**src/rtl/solomon_rom_pkg.sv**
```systemverilog
// Shared widths, FSM encoding and default image size for the ROM-download sender.
package solomon_rom_pkg;
    localparam int ROM_AW = 20;
    localparam int ROM_DW = 8;
    localparam logic [ROM_AW-1:0] ROM_BYTES_DEF = 20'hC000;

    typedef enum logic [1:0] {
        ST_IDLE,
        ST_RUN,
        ST_DONE
    } state_t;
endpackage

```
**src/rtl/solomon_rom_fifo.sv**
```systemverilog
// Small synchronous byte FIFO with flush; read data is shown from the head entry without a pop.
module solomon_rom_fifo #(
    parameter int DEPTH = 4,
    parameter int W     = 8
) (
    input  logic         clk,
    input  logic         rst_n,
    input  logic         flush,
    input  logic         push,
    input  logic [W-1:0] din,
    input  logic         pop,
    output logic [W-1:0] dout,
    output logic         full,
    output logic         empty
);
    localparam int AW = $clog2(DEPTH);

    logic [W-1:0]  mem [DEPTH];
    logic [AW-1:0] wr_ptr;
    logic [AW-1:0] rd_ptr;
    logic [AW:0]   count;
    logic          do_push;
    logic          do_pop;

    assign full    = (count == (AW+1)'(DEPTH));
    assign empty   = (count == '0);
    // A pop frees the head slot, so a push is accepted even when full.
    assign do_push = push && (!full || pop);
    assign do_pop  = pop && !empty;
    assign dout    = mem[rd_ptr];

    always_ff @(posedge clk or negedge rst_n) begin
        if (!rst_n) begin
            wr_ptr <= '0;
            rd_ptr <= '0;
            count  <= '0;
        end else if (flush) begin
            wr_ptr <= '0;
            rd_ptr <= '0;
            count  <= '0;
        end else begin
            if (do_push) wr_ptr <= wr_ptr + 1'b1;
            if (do_pop)  rd_ptr <= rd_ptr + 1'b1;
            case ({do_push, do_pop})
                2'b10:   count <= count + 1'b1;
                2'b01:   count <= count - 1'b1;
                default: count <= count;
            endcase
        end
    end

    always_ff @(posedge clk) begin
        if (do_push && !flush) mem[wr_ptr] <= din;
    end
endmodule

```
**src/rtl/solomon_rom_sender.sv**
```systemverilog
// ROMCL/ROMAD/ROMDT/ROMEN download sender: buffers host bytes and emits paced, addressed write strobes.
// Optional ROM_CHECKSUM_EN adds a running 16-bit CSUM of all written bytes.
module solomon_rom_sender
    import solomon_rom_pkg::*;
#(
    parameter int                FIFO_DEPTH = 4,
    parameter int                PACE       = 8,
    parameter logic [ROM_AW-1:0] ROM_BYTES  = ROM_BYTES_DEF
) (
    input  logic              MCLK,
    input  logic              RESET_N,
    input  logic              START,
    input  logic [ROM_DW-1:0] HDT,
    input  logic              HVALID,
    output logic              HREADY,
    input  logic              HLAST,
    output logic [ROM_AW-1:0] ROMAD,
    output logic [ROM_DW-1:0] ROMDT,
    output logic              ROMEN,
    output logic              BUSY,
    output logic              DONE,
`ifdef ROM_CHECKSUM_EN
    output logic              OVF,
    output logic [15:0]       CSUM
`else
    output logic              OVF
`endif
);
    localparam int            PW        = $clog2(PACE);
    localparam logic [PW-1:0] PACE_LOAD = PW'(PACE - 1);

    state_t            state;
    logic [PW-1:0]     pace;
    logic [ROM_AW-1:0] addr;
    logic              last_seen;
    logic              fifo_full;
    logic              fifo_empty;
    logic [ROM_DW-1:0] fifo_dout;
    logic              accept;
    logic              pop;

    assign HREADY = (state == ST_RUN) && !fifo_full && !last_seen;
    assign BUSY   = (state == ST_RUN);
    // A beat coinciding with START belongs to the aborted session and is dropped.
    assign accept = HVALID && HREADY && !START;
    assign pop    = (state == ST_RUN) && !START && !fifo_empty && (pace == '0);

    solomon_rom_fifo #(
        .DEPTH (FIFO_DEPTH),
        .W     (ROM_DW)
    ) u_fifo (
        .clk   (MCLK),
        .rst_n (RESET_N),
        .flush (START),
        .push  (accept),
        .din   (HDT),
        .pop   (pop),
        .dout  (fifo_dout),
        .full  (fifo_full),
        .empty (fifo_empty)
    );

    always_ff @(posedge MCLK or negedge RESET_N) begin
        if (!RESET_N) begin
            state     <= ST_IDLE;
            pace      <= '0;
            addr      <= '0;
            last_seen <= 1'b0;
            ROMAD     <= '0;
            ROMDT     <= '0;
            ROMEN     <= 1'b0;
            DONE      <= 1'b0;
            OVF       <= 1'b0;
`ifdef ROM_CHECKSUM_EN
            CSUM      <= '0;
`endif
        end else begin
            ROMEN <= 1'b0;
            if (pace != '0) pace <= pace - 1'b1;

            if (START) begin
                state     <= ST_RUN;
                pace      <= '0;
                addr      <= '0;
                last_seen <= 1'b0;
                DONE      <= 1'b0;
                OVF       <= 1'b0;
`ifdef ROM_CHECKSUM_EN
                CSUM      <= '0;
`endif
            end else if (state == ST_RUN) begin
                if (accept && HLAST) last_seen <= 1'b1;
                if (pop) begin
                    pace <= PACE_LOAD;
                    // Past the image end the byte is consumed but never strobed; addr stays saturated.
                    if (addr < ROM_BYTES) begin
                        ROMAD <= addr;
                        ROMDT <= fifo_dout;
                        ROMEN <= 1'b1;
                        addr  <= addr + 1'b1;
`ifdef ROM_CHECKSUM_EN
                        CSUM  <= CSUM + {8'h00, fifo_dout};
`endif
                    end else begin
                        OVF <= 1'b1;
                    end
                end else if (last_seen && fifo_empty) begin
                    state <= ST_DONE;
                    DONE  <= 1'b1;
                end
            end
        end
    end
endmodule
```
**config.mk**
```make
export PLATFORM = sky130hd
export DESIGN_NAME = solomon_rom_sender
export DESIGN_NICKNAME = d
export VERILOG_FILES = /design/src/rtl/solomon_rom_pkg.sv /design/src/rtl/solomon_rom_fifo.sv /design/src/rtl/solomon_rom_sender.sv
export SDC_FILE = /design/constraint.sdc
export NUM_CORES = 1
export LEC_CHECK = 0
export BUFFER_PORTS_ARGS = -buffer_cell sky130_fd_sc_hd__buf_2
export CORE_ASPECT_RATIO = 1.1
export CORE_UTILIZATION = 58
export DETAILED_ROUTE_END_ITERATION = 8
export GPL_TIMING_DRIVEN = 0
export PLACE_DENSITY = 0.8
export SLEW_MARGIN = 0
export SYNTH_ARGS = -nofsm -noshare
export SYNTH_HDL_FRONTEND = slang
export SYNTH_SLANG_ARGS = --single-unit
```
**constraint.sdc**
```tcl
create_clock -name MCLK -period 3.5 [get_ports MCLK]
set_clock_uncertainty 0.05 [all_clocks]
set_input_delay 0.35 -clock MCLK [delete_from_list [all_inputs] [get_ports MCLK]]
set_output_delay 0.35 -clock MCLK [all_outputs]
set_load 0.005 [all_outputs]
```
## Word-level counts from Yosys, hierarchy flattened

Memory sizes are Yosys's and may differ from the RTL's. A register that Yosys moved wholly into a read port is not among the register bits.
Cells that the tools add are included.

| cells by class | value |
|---|---|
| bitwise logic cells | 1 |
| order comparisons | 1 |
| reductions and logical operators | 34 |
| multiplexer cells | 35 |
| equal/unequal tests | 6 |
| add/sub/neg operators | 6 |

Operators by type and width:

| kind | count |
|---|---|
| $mux 20 | 4 |
| $add 20x1->20 const B | 1 |
| $lt 20x16->1 const B | 1 |
| $mux 1 | 17 |
| $mux 2 | 8 |
| $mux 3 | 5 |
| $reduce_bool 2->1 | 7 |
| $logic_and 1x1->1 | 12 |
| $reduce_and 3->1 | 3 |
| $logic_not 3->1 | 2 |
| $pmux 3 s2 | 1 |
| $reduce_bool 3->1 | 2 |
| $sub 3x1->3 const B | 2 |
| $logic_not 1->1 | 5 |
| $add 2x1->2 const B | 2 |
| $eq 2x1->1 const B | 2 |
| $ne 2x2->1 const B | 2 |
| $reduce_and 4->1 | 1 |
| $add 3x1->3 const B | 1 |
| $eq 3x3->1 const B | 1 |
| $eq 2x2->1 const B | 1 |
| $reduce_and 2->1 | 1 |
| $logic_or 1x1->1 | 1 |
| $not 1->1 | 1 |

| storage, ports and cells | value |
|---|---|
| register bits after elaboration | 56 |
| output and inout port bits | 33 |
| bits in writable memories | 32 |
| input port bits | 13 |
| memories kept | 1 |

Memories:

| memory | words | width | rd ports | clocked after Yosys merged registers in | wr ports | RTL line | RTL |
|---|---|---|---|---|---|---|---|
| u_fifo.mem | 4 | 8 | 1 | 1 | 1 | solomon_rom_fifo.sv:18 | `logic [W-1:0] mem [DEPTH];` |

## Depth between registers and ports, before layout

Gate-level depths: netlist (run 1).

| depth | value |
|---|---|
| word-level depth | 10 |
| mapped depth | 11 |
| mapped depth without buffers | 9 |

## By module

Synthesis (run 1) repeated with hierarchy kept, for this count alone.

| unflattened totals | value |
|---|---|
| cells, all modules | 311 |
| area total of the unflattened synthesis | 4182.8 µm² |

By module, submodules not included:

| module | seq. area each (µm²) | instances | cells an instance | area each (µm²) |
|---|---|---|---|---|
| solomon_rom_sender | 1401.3 | 1 | 205 | 2429.8 |
| solomon_rom_fifo | 1136.1 | 1 | 106 | 1752.9 |

## Worst setup path before layout (run 1)

No wires, ideal clock.

| timing | value |
|---|---|
| kind | register to register |
| start | register u_fifo.count[0] |
| end | register u_fifo.count[2] |
| data arrival time | 2.354 ns |
| data required time | 3.331 ns |
| setup slack | 0.977 ns |
| buffers on the path | 1 |
| library setup time | 0.119 ns |
| cell stages (with the launch flop) | 9 |
| cells stage by stage | dfrtp_1 nor3_1 or4_4 buf_6 nor2_1 fa_1 or3_1 and3_1 o21ba_1 |

| between the ends | value |
|---|---|
| longest elaborated chain between the ends | 10 |
| elaborated cells between the ends (all ways) | 20 |
| classes of those cells | 2 x add/sub; 3 x eq/ne; 2 x mux; 13 x reduce/logical |

Ends and longest elaborated chain:

| element | RTL line | RTL |
|---|---|---|
| start: declaration | solomon_rom_fifo.sv:21 | `logic [AW:0] count;` |
| start signal: assignment | solomon_rom_fifo.sv:45 | `2'b10: count <= count + 1'b1;` |
| start signal: assignment | solomon_rom_fifo.sv:46 | `2'b01: count <= count - 1'b1;` |
| start signal: assignment | solomon_rom_fifo.sv:47 | `default: count <= count;` |
| $eq 3x3->1 | solomon_rom_fifo.sv:25 | `assign full = (count == (AW+1)'(DEPTH));` |
| $logic_not 1->1 | solomon_rom_fifo.sv:28, solomon_rom_sender.sv:42 |  |
| $logic_and 1x1->1 (2 in a row) | solomon_rom_sender.sv:42 | `assign HREADY = (state == ST_RUN) && !fifo_full && !last_seen;` |
| $logic_and 1x1->1 (2 in a row) | solomon_rom_sender.sv:45 | `assign accept = HVALID && HREADY && !START;` |
| $logic_and 1x1->1 | solomon_rom_fifo.sv:28 | `assign do_push = push && (!full \|\| pop);` |
| $eq 2x1->1 or $eq 2x2->1 (tied branches) | solomon_rom_fifo.sv:44 | `case ({do_push, do_pop})` |
| $pmux 3 s2 | solomon_rom_fifo.sv:44 |  |
| $mux 3 | solomon_rom_fifo.sv:37 | `end else if (flush) begin` |

Several ways; a longest one is shown, not always the timed one.
A chain may end at the register's enable or synchronous reset.

## Worst setup path in the final report (run 1)

Ends and elaborated chain as after synthesis.

==> results of run 1 <==
sequential cells by signal, summed over array words and instances, names as in the netlist:
name / cells
u_fifo.mem: 32
pace: 3
ROMEN: 1
OVF: 1
DONE: 1
last_seen: 1
u_fifo.wr_ptr: 2
addr: 20
u_fifo.count: 3
u_fifo.rd_ptr: 2
state: 1
ROMAD: 20
ROMDT: 8
layout by cell type, fill, tap and decap left out, drive strengths merged, types with 3 or more instances in the layout:
| master | count |
|---|---|
| xor2 | 9 |
| nand4 | 5 |
| clkbuf | 16 |
| a211oi | 4 |
| or3 | 3 |
| nor2b | 10 |
| nand3 | 9 |
| a21oi | 7 |
| o21ai | 4 |
| dfrtp | 63 |
| nor4 | 3 |
| buf | 51 |
| edfxtp | 32 |
| nor3b | 5 |
| ha | 7 |
| nor3 | 6 |
| nand2b | 6 |
| inv | 10 |
| xnor2 | 3 |
| mux2 | 25 |
| and2 | 3 |
| mux4 | 8 |
| and3 | 9 |
| nor2 | 20 |
| nand2 | 12 |
cells by family after synthesis:
group,Yosys count
AOI/OAI and AO/OA,20
xor gates and xnor gates,12
adders and majority gates,8
buffers and inverters,20
DFF,95
muxes,35
and+or+nand+nor,95
per-stage QoR:
| stage | cell area (µm²) | setup WS, ps | cells | hold slack [ps] |
|---|---|---|---|---|
| 2_1_floorplan | 3990 | 977 | 285 | 4.41 |
| 6_report | 4530 | 709 | 427 | 15.5 |
| 4_1_cts | 4520 | 707 | 427 | 132 |
| 3_5_place_dp | 4310 | 724 | 411 | 419 |
| 3_3_place_gp | 4310 | 769 | 411 | 410 |
| 5_1_grt | 4530 | 524 | 427 | 67.5 |
Yosys cell counts (all sizes together) (5+ instances only):
master	count	area [µm²]
nand4	5	31.3
nand3	9	45.0
nor3b	5	37.5
edfxtp	32	961
mux2	25	282
buf	7	47.6
dfrtp	63	1580
clkbuf	7	26.3
mux4	8	180
and3	9	56.3
nor2b	10	62.6
inv	6	22.5
nor3	6	30.0
nor2	20	82.6
nand2	12	45.0
xor2	9	78.8
ha	7	87.6
nand2b	6	37.5
a21oi	7	35.0
power by group through the flow:
stage                     combinational, W  clock (W)  sequential [W]
after detailed placement          0.000680          0         0.00140
final                             0.000676   0.000762         0.00138
after CTS                         0.000681   0.000772         0.00138
after global placement            0.000647          0         0.00139
after global routing              0.000759   0.000824         0.00139
after floorplan                   0.000464          0         0.00139
layout make-up:
class                      count  area (µm²)  area share [%]
inverter                       6        22.5           0.497
buffer                        14        73.8            1.63
multi-input combinational    170        1360            30.1
clock buffer                   9         124            2.73
sequential                    95        2540            56.0
timing repair buffer          44         223            4.91
tap                           82         103            2.26
clock inverter                 7        87.6            1.93
metal layers:
metal,vias to the layer above,wire length (µm)
li1,1135,-
met1,1183,2880
met4,0,138
met3,16,234
met2,53,3460
met5,-,0
worst paths after layout:
check	from	endpoint	cells after the start
min	RESET_N	ROMAD[10]$_DFFE_PN0P_	1
min in group MCLK	HDT[1]	u_fifo.mem[1][1]$_DFFE_PP_	1
max in group asynchronous	RESET_N	ROMAD[8]$_DFFE_PN0P_	1
max reg2reg	u_fifo.count[0]$_DFFE_PN0P_	u_fifo.count[2]$_DFFE_PN0P_	8
max	u_fifo.count[0]$_DFFE_PN0P_	u_fifo.count[2]$_DFFE_PN0P_	8
min reg2reg	ROMAD[9]$_DFFE_PN0P_	ROMAD[9]$_DFFE_PN0P_	1
==> flow_summary.yaml, run 1 <==
timing:
  finalHoldViolations: 0
  period_minus_slack_ps: 2790
  finalSetupViolCount: 0
  worstMarginPinSlew_ps: 1370
  rsz0062_at_grt: "no"
  finalMaxSlewViolations: 0
  slew-limit-headroom_pct: 8.77
  tns_ps: 0
  post-route-period-util_pct: 79.7
  fmax_ghz: 0.358
power:
  internal-power_w: 0.00195
  powerDensity_nw_per_um2: 621
  p_comb_share_pct: 24.0
  finalPower_w: 0.00281
  clkPwrFrac_pct: 27.1
  power.switching_w: 0.000866
  max-vdd-ir-drop_mv: 0.381
  swShare_pct: 30.8
  sequentialPowerShare_pct: 48.9
  power_leakage_nw: 2.05
drt:
  drt_wl_total_um: 6710
  avgRoutedWirePerCell_um: 15.7
  ant_nets: 0
  drc: 0
  drt_iter0_markers: 120
  firstDrtPassIters: 6
  vias: 2387
  via_per_inst: 5.59
critical_path:
  crit_required_ps: 3710
  crit_fanout: 6
  cp_cell_sequence: "nor3_1 > or4_4 > buf_6 > nor2_1 > fa_1 > or3_1 > and3_1 > o21ba_1"
  cp-end-kind: "register"
  worstPathArrival_ps: 3000
  path_class: "register to register"
  critPathSlowestCell: "nor3_1"
  crit_path_max_incr_delay_ps: 600
  reg2reg_setup_slack_ps: 710
  startpoint_type: "register"
  critPathBufInv: 1
  crit_family: "simple AND/OR/NAND/NOR gates"
finish:
  n_antenna_cell: 0
  final_util_pct: 68.3
  area_growth_pct: 13.7
  fin_nets: 361
  nFillCells: 456
  drive_above_1_share_pct: 24.1
clock_tree:
  cts_sinks: 95
  post_cts_buffers: 0
  cts_tree: "done"
  cts-root-buf: "clkbuf_8"
  h-tree-depth: 3
  clkLatencyLatePin_ps: 360
  cts_resized: 0
  cts.path.max_buffers: 2
  ctsHoldBuffers: 0
  cts_buffers: 9
  clkTransAtPathRegs_ps: 100
outcome:
  status: "finished, final reports clean"
global_routing:
  grtUsageTotal_pct: 20.9
  use_met1_pct: 26.8
  busiest_layer: "met2"
  grt_start_max_net_pins: 64
  grtUsageMet2_pct: 33.6
  use_met3_pct: 6.02
  antenna_found_initial: 0
  grt_pass1_vias: 2262
  grt_overflow: 0
  grt_pass1_wl_um: 10900
floorplan:
  die_area_um2: 7210
  rows: 31
  core_um2: 6630
  initial_core_util_pct: 60.1
  die_y_um: 89.0
  ioPinCount: 46
  die_w_um: 81.0
synthesis:
  syn_area_per_cell_um2: 14.0
  synth-simple-area-share_pct: 13.4
  syn_inst: 285
  syn_nets: 306
  synth_edf_count: 32
  synthAdderAreaFrac_pct: 2.70
  synth_compound_area_share_pct: 3.08
  synthMuxAreaShare_pct: 12.1
  synth_area_um2: 3990
  async_flop_share_pct: 66.3
  synth_top_family_by_area: "simple AND/OR/NAND/NOR gates"
  synth_xor_area_share_pct: 2.64
  ys.flop_type: "dfrtp_1"
  ys_seq_elements: 95
  yosysSeqAreaShare_pct: 63.7
  yosysWarnings: 0
  yosysUniqueCellTypes: 41
placed_design:
  io_buffers: 44
  hpwl_um: 4490
  gp_congestion: 0.745
run:
  cap_violations: 0
worst_hold_path:
  hold_path.class: "input pin to async pin"
No activity file was read; power rests on OpenSTA's default activity.
==> inputs of run 2 (changes only) <==
==> constraint.sdc (replaced) <==
create_clock -name MCLK -period 2.69 [get_ports MCLK]
set_clock_uncertainty 0.05 [all_clocks]
set_input_delay 0.269 -clock MCLK [delete_from_list [all_inputs] [get_ports MCLK]]
set_output_delay 0.269 -clock MCLK [all_outputs]
set_load 0.005 [all_outputs]
==> run 2 against run 1 <==
The run now ends with setup timing left. Combinational power up 30%. Count of clock-buffer cells in the layout did not move. Power up 30%. Cell count unchanged. Cell area grew 0.25%. Core utilization grew 0.17 points. Sequential share of layout area down 0.14 points. Non-clock buffer count unchanged. Global-route usage is essentially flat. Critical path type unchanged. Highest routed layer unchanged.
==> flow_summary.yaml, run 2 (same netlist as run 1, synthesis figures left out) <==
power:
  power_leakage_nw: 2.05
  max-vdd-ir-drop_mv: 0.501
  powerDensity_nw_per_um2: 806
timing:
  worstMarginPinSlew_ps: 1360
  finalHoldViolations: 0
  tns_ps: -671
  post-route-period-util_pct: 102
  finalMaxSlewViolations: 0
  fmax_ghz: 0.363
  period_minus_slack_ps: 2760
  hold_ws_ps: 58.0
  setup_slack_ps: -65.7
  slew-limit-headroom_pct: 9.14
  finalSetupViolCount: 16
  rsz0062_at_grt: "yes"
finish:
  fin_nets: 361
  top_regs: "u_fifo.mem (32), ROMAD (20), addr (20)"
  finalNonFillerCells: 427
  largest-register: "u_fifo.mem"
  largest_reg_flops: 32
  drive_above_1_share_pct: 24.3
  final_common_cell: "dfrtp_1"
  layout_common_cells: "dfrtp_1, buf_2, edfxtp_1"
  area_growth_pct: 14.0
  n_antenna_cell: 0
  final_util_pct: 68.5
drt:
  drt_iter0_markers: 149
  avgRoutedWirePerCell_um: 15.8
  ant_nets: 0
  firstDrtPassIters: 6
  vias: 2406
  via_per_inst: 5.63
  drt_wl_total_um: 6750
  drc: 0
critical_path:
  endpoint: "u_fifo.mem[2][4]$_DFFE_PP_"
  reg2reg_setup_slack_ps: -70
  worstPathArrival_ps: 2680
  r2r_end: "u_fifo.mem[2][4]$_DFFE_PP_"
  crit_path_max_incr_delay_ps: 1130
  path_class: "register to register"
  r2r_cells: 5
  crit_cells: 5
  cp-startpoint: "DONE$_DFFE_PN0P_"
  crit_required_ps: 2610
  crit_fanout: 8
  cp_cell_sequence: "nand2b_1 > buf_6 > nor3_1 > nand2_1 > nor3b_1"
  startpoint_type: "register"
  cp-end-kind: "register"
  crit_family: "simple AND/OR/NAND/NOR gates"
  r2r_start: "DONE$_DFFE_PN0P_"
  critPathSlowestCell: "nor3b_1"
  critPathBufInv: 1
floorplan:
  rows: 31
  die_w_um: 81.0
  core_um2: 6630
  die_y_um: 89.0
  ioPinCount: 46
  die_area_um2: 7210
  initial_core_util_pct: 60.1
placed_design:
  place_ws_ps: -85.5
  placedCellCount: 411
  io_buffers: 44
  gp_congestion: 0.745
  hpwl_um: 4490
clock_tree:
  cts_tree: "done"
  h-tree-depth: 3
  cts_buffers: 9
  clkTransAtPathRegs_ps: 100
  cts_sinks: 95
  cts-root-buf: "clkbuf_8"
  clkLatencyLatePin_ps: 360
  cts.path.max_buffers: 2
global_routing:
  grt_pass1_wl_um: 11000
  grt_overflow: 0
  antenna_found_initial: 0
  grt_start_max_net_pins: 64
  grt_pass1_vias: 2268
  grtUsageTotal_pct: 20.9
run:
  cap_violations: 0
worst_hold_path:
  hold_path.class: "input pin to register"
outcome:
  violations: "setup timing"
  status: "finished, violations left"
==> run 2: cell count changes in the layout (fill, tap and decap cells not counted) <==
cell	change
nor3_2	+1
nor3_1	-1
clkbuf_1	-1
dlygate4sd3_1	+1
==> run 2: cell type report <==
type / instances / area (µm²)
Clock inverter: 7 / 87.6
Sequential cell: 95 / 2540
Timing Repair Buffer: 45 / 233
Fill cell: 457 / 2090
Inverter: 6 / 22.5
Clock buffer: 9 / 124
Tap cell: 82 / 103
Multi-Input combinational cell: 170 / 1370
Buffer: 13 / 70.1
==> run 2: repair_timing <==
action                                  CTS  global route
buffers inserted                          0             0
gates cloned                              0             0
gates resized for setup                   2             0
endpoints found under the setup margin   33            17
hold buffers                              0             1
hold endpoints to repair                  0            44
==> run 2: metrics by stage <==
stage	cell area [µm²]	power [W]
final	4540	0.00366
after global routing	4540	0.00388
after CTS	4530	0.00369
after detailed placement	4310	0.00271
after global placement	4310	0.00265
after floorplan	3990	0.00241
==> run 2: routing by layer <==
metal,track usage (%),share of wire (%)
met3,6.02,3.3
met2,33.7,51
met4,8.77,1.9
met5,0,0
met1,26.8,44
==> run 2: power breakdown <==
| group | switching, W | total, W | internal [W] |
|---|---|---|---|
| Sequential | 0.000115 | 0.00179 | 0.00168 |
| Combinational | 0.000474 | 0.000876 | 0.000402 |
| Clock | 0.000541 | 0.000994 | 0.000453 |
| Total | 0.00113 | 0.00366 | 0.00253 |
==> run 2: how the worst min path moves through the flow <==
stage / start / to / cells after the start
6_report: HDT[1] / u_fifo.mem[3][1]$_DFFE_PP_ / 1
5_1_grt: HDT[1] / u_fifo.mem[3][1]$_DFFE_PP_ / 1
4_1_cts: HDT[3] / u_fifo.mem[3][3]$_DFFE_PP_ / 1
3_5_place_dp: ROMAD[9]$_DFFE_PN0P_ / ROMAD[9]$_DFFE_PN0P_ / 1
3_3_place_gp: pace[2]$_DFF_PN0_ / pace[2]$_DFF_PN0_ / 1
2_1_floorplan: RESET_N / DONE$_DFFE_PN0P_ / 0
